===== src/rtl/irq_encoder8_to_3.sv =====
// Sticky 8-source interrupt encoder: latches request lines into pending flags and
// presents the highest-priority eligible source as a held 3-bit code until acknowledged.
module irq_encoder8_to_3 (
  input  logic       clk,
  input  logic       rst,
  input  logic [7:0] req,
  input  logic [7:0] mask,
  input  logic       en,
  input  logic       ack,
  output logic [2:0] code,
  output logic       valid,
  output logic [7:0] pending
);

  // Handshake: once valid=1, code is frozen until an edge with ack=1; that edge
  // retires the code, drops valid, and the next code can appear one edge later.
  typedef enum logic {
    IDLE    = 1'b0,
    PRESENT = 1'b1
  } state_t;

  state_t     state;
  logic [7:0] eligible;
  logic [2:0] top_idx;
  logic       any_eligible;
  logic [7:0] clr;

  assign eligible     = pending & mask;
  assign any_eligible = |eligible;

  // Ascending scan so the highest set index is the one left standing.
  always_comb begin
    top_idx = 3'd0;
    for (int i = 0; i < 8; i++) begin
      if (eligible[i]) top_idx = 3'(i);
    end
  end

  always_comb begin
    clr = 8'h00;
    if (state == PRESENT && ack) clr[code] = 1'b1;
  end

  always_ff @(posedge clk or posedge rst) begin
    if (rst) begin
      state   <= IDLE;
      valid   <= 1'b0;
      code    <= 3'b000;
      pending <= 8'h00;
    end else begin
      // A request on the acknowledge edge re-arms its flag: set wins over clear.
      pending <= (pending & ~clr) | req;
      case (state)
        IDLE: begin
          if (en && any_eligible) begin
            code  <= top_idx;
            valid <= 1'b1;
            state <= PRESENT;
          end
        end
        PRESENT: begin
          if (ack) begin
            valid <= 1'b0;
            state <= IDLE;
          end
        end
        default: begin
          valid <= 1'b0;
          state <= IDLE;
        end
      endcase
    end
  end

endmodule


===== config.mk =====
export PLATFORM = sky130hd
export DESIGN_NAME = irq_encoder8_to_3
export DESIGN_NICKNAME = d
export VERILOG_FILES = /design/src/rtl/irq_encoder8_to_3.sv
export SDC_FILE = /design/constraint.sdc
export NUM_CORES = 1
export LEC_CHECK = 0
export CAP_MARGIN = 20
export CORE_MARGIN = 3
export CORE_UTILIZATION = 35
export CTS_CLUSTER_DIAMETER = 100
export DETAILED_ROUTE_END_ITERATION = 10
export PLACE_DENSITY = 0.71
export SLEW_MARGIN = 20
export SYNTH_ARGS = -nofsm -noshare
export SYNTH_HDL_FRONTEND = slang
export SYNTH_SLANG_ARGS = --single-unit

===== constraint.sdc =====
create_clock -name clk -period 1.3 [get_ports clk]
set_clock_uncertainty 0.05 [all_clocks]
set_input_delay 0.26 -clock clk [delete_from_list [all_inputs] [get_ports clk]]
set_output_delay 0.26 -clock clk [all_outputs]
set_load 0.01 [all_outputs]

==> flow_metrics.env <==
export IMPL_status="complete, but fails checks"
export IMPL_violations="negative setup slack"
export IMPL_peakVddDrop_mv=0.724
export IMPL_clk_path_buf_depth=2
export IMPL_crit_path_start_kind="register"
export IMPL_dieWidth_um=49.9
export IMPL_report_final_hold_viol_count=0
export IMPL_power_density_nw_per_um2=954
export IMPL_grt_pass1_vias=663
export IMPL_mostFrequentLayoutCells="clkdlybuf4s50_1 (17), buf_4 (16), dfrtp_1 (11), clkdlybuf4s15_1 (6)"
export IMPL_start_util=0.382
export IMPL_path_buf_inv=2
export IMPL_switching_share=0.298
export IMPL_syn2layout_area_growth_pct=76.8
export IMPL_wl_met1_um=700
export IMPL_ys_types=22
export IMPL_num_rows=15
export IMPL_max_stage_delay_ns=0.40
export IMPL_cts_tree="done"
export IMPL_htreeDepth=1
export IMPL_cts_root_buffer="clkbuf_4"
export IMPL_syn_inst=58
export IMPL_worstPathRequired_ns=1.43
export IMPL_p_sw_w=0.000339
export IMPL_antenna_found_initial=0
export IMPL_wl_per_cell_um=13.9
export IMPL_synthesis_nets=78
export IMPL_grt_pass1_wl_um=3040
export IMPL_cp_cell_sequence="buf_6 -> a22oi_4 -> a41oi_4 -> buf_6 -> a21o_2"
export IMPL_drt_first_pass_iters=3
export IMPL_cts_hold_buf=0
export IMPL_p_comb_frac=0.347
export IMPL_die_h_um=49.9
export IMPL_cts_made_buffers=3
export IMPL_fin_tns_setup_ns=-0.347
export IMPL_setup_viol=5
export IMPL_worstSkewPairLatency_ns=0.28
export IMPL_drt_antenna_violating_nets=0
export IMPL_power_frac_clock=0.227
export IMPL_ios=32
export IMPL_maxCapViolCount=0
export IMPL_viasPerCell=4.71
export IMPL_wl_um=1890
export IMPL_intPower_w=0.000799
export IMPL_yosysWarnings=0
export IMPL_power_frac_seq=0.426
export IMPL_setup_ws_ns=-0.0779
export IMPL_grtUsageTotal=0.164
export IMPL_grt_ovfl_total=0
export IMPL_total_power_w=0.00114
export IMPL_hold_ws_ns=0.219
export IMPL_ys_seq_area_frac=0.482
export IMPL_slew_headroom=0.809
export IMPL_wl_met2_um=1060
export IMPL_final_core_util=0.676
export IMPL_ys_seq_elements=13
export IMPL_met3_length_um=113
export IMPL_die_area_um2=2490
export IMPL_crit_type="reg -> reg"
export IMPL_max_freq_mhz=726
export IMPL_dp_slack_ns=-0.409
export IMPL_vias=641
export IMPL_slowest_stage="dfrtp_1"
export IMPL_cp_top_family="compound AO/OA/AOI/OAI gates"
export IMPL_layout_drive_gt1_share=0.378
export IMPL_nFillCells=151
export IMPL_layout_nets=132
export IMPL_synthesis_area_um2=674
export IMPL_fin_crit_ns=1.38
export IMPL_slew_viol_final=0
export IMPL_rsz0062_at_grt="true"
export IMPL_portBuffers=31
export IMPL_cp_common_cell="buf_6"
export IMPL_end_kind="register"
export IMPL_dpl_hpwl_um=1390
export IMPL_critPathArrivalTime_ns=1.51
export IMPL_path_max_fanout=3
export IMPL_route_detailed_drc=0
export IMPL_cts_sinks=13
export IMPL_final_common_cell="clkdlybuf4s50_1"
export IMPL_insertedDiodeCount=0
export IMPL_top_layer="met4"
export IMPL_gp_congestion=0.800
export IMPL_grt_start_max_net_pins=14
export IMPL_tightestPinTransition_ns=0.283
export IMPL_min_path_type="in -> async"
export IMPL_clkTransAtPathRegs_ns=0.08
export IMPL_drt_initial_drc_count=3
export IMPL_avgSynthCellArea_um2=11.6
export IMPL_core_area_um2=1760
export IMPL_p_leak_nw=0.474
export IMPL_fin_crit_sh=1.06
kinds of logic (layout without fill, tap and decap cells):
kind of cell | Yosys count | after routing | synth area share
AO/OA/AOI/OAI | 20 | 20 | 0.308
multiplexers | 1 | 1 | 0.0223
flip-flops | 13 | 13 | 0.482
AND/OR/NAND/NOR | 19 | 19 | 0.152
buffers and inverters | 5 | 58 | 0.0352
power by group through the flow:
| stage | logic (W) | registers [W] | clock network [W] |
|---|---|---|---|
| CTS | 0.000374 | 0.000483 | 0.000265 |
| finish | 0.000395 | 0.000485 | 0.000258 |
| floorplan | 0.000141 | 0.000504 | 0 |
| global placement | 0.000356 | 0.000492 | 0 |
| global route | 0.000430 | 0.000491 | 0.000290 |
| detailed placement | 0.000362 | 0.000492 | 0 |
through the flow:
stage / cell area, um2 / instances
floorplan: 677 / 58
global placement: 1090 / 123
detailed placement: 1090 / 123
CTS: 1180 / 134
global route: 1190 / 136
finish: 1190 / 136
area by class of cell:
cell class	instances	area [um2]	share of cell area
timing repair buffer	51	447	0.375
clock buffer	4	26.3	0.0220
tap	25	31.3	0.0262
multi-input combinational	40	349	0.293
inverter	3	11.3	0.00944
sequential	13	328	0.275
routing by layer:
layer,track usage,vias to the layer above
li1,-,320
met1,0.177,300
met2,0.297,19
met3,0.0695,2
met4,0.0276,0
met5,0,-
tightest hold or removal path, delay by kind of cell:
kind / cells / cell delay (ns)
buffers and inverters: 3 / 0.66
synth_stat cells:
cell type | number | area (um2)
a41oi_4 | 1 | 27.5
a31oi_1 | 2 | 12.5
nand2_1 | 5 | 18.8
nand3_1 | 3 | 15.0
a32oi_1 | 1 | 8.76
a22oi_4 | 2 | 42.5
a21o_1 | 5 | 37.5
or3b_1 | 2 | 17.5
nand2b_1 | 4 | 25.0
nor2_1 | 3 | 11.3
a21o_2 | 2 | 17.5
buf_2 | 1 | 5.00
inv_1 | 3 | 11.3
dfrtp_1 | 13 | 325
nand3b_1 | 2 | 15.0
o41ai_1 | 1 | 8.76
a32o_1 | 1 | 10.0
a22oi_2 | 2 | 25.0
o31ai_1 | 1 | 7.51
buf_4 | 1 | 7.51
mux2_4 | 1 | 15.0
o21ai_0 | 2 | 10.0
final timing paths:
| kind | to | slack, ns | cells after the start | from |
|---|---|---|---|---|
| setup / recovery | state | -0.08 | 5 | pending[4] |
| hold / removal | valid | 0.22 | 3 | rst |
| setup reg to reg | state | -0.08 | 5 | pending[4] |
| hold reg to reg | pending[0] | 0.53 | 2 | pending[0] |
| max in group asynchronous | pending[7] | 0.80 | 3 | rst |
| min in group clk | state | 0.38 | 3 | ack |
flip-flops by register name, indices dropped and copies added, names as in the netlist:
register,cells
code,3
pending,8
state,1
valid,1
repair_timing:
item | 4_1_cts | 5_1_grt
setup buffers | 7 | 2
setup endpoints to repair | 17 | 19
pin swaps | 6 | 5
endpoints found under the hold margin | 0 | 0
gates resized for setup | 25 | 16
(Power assumes the default switching activity.)
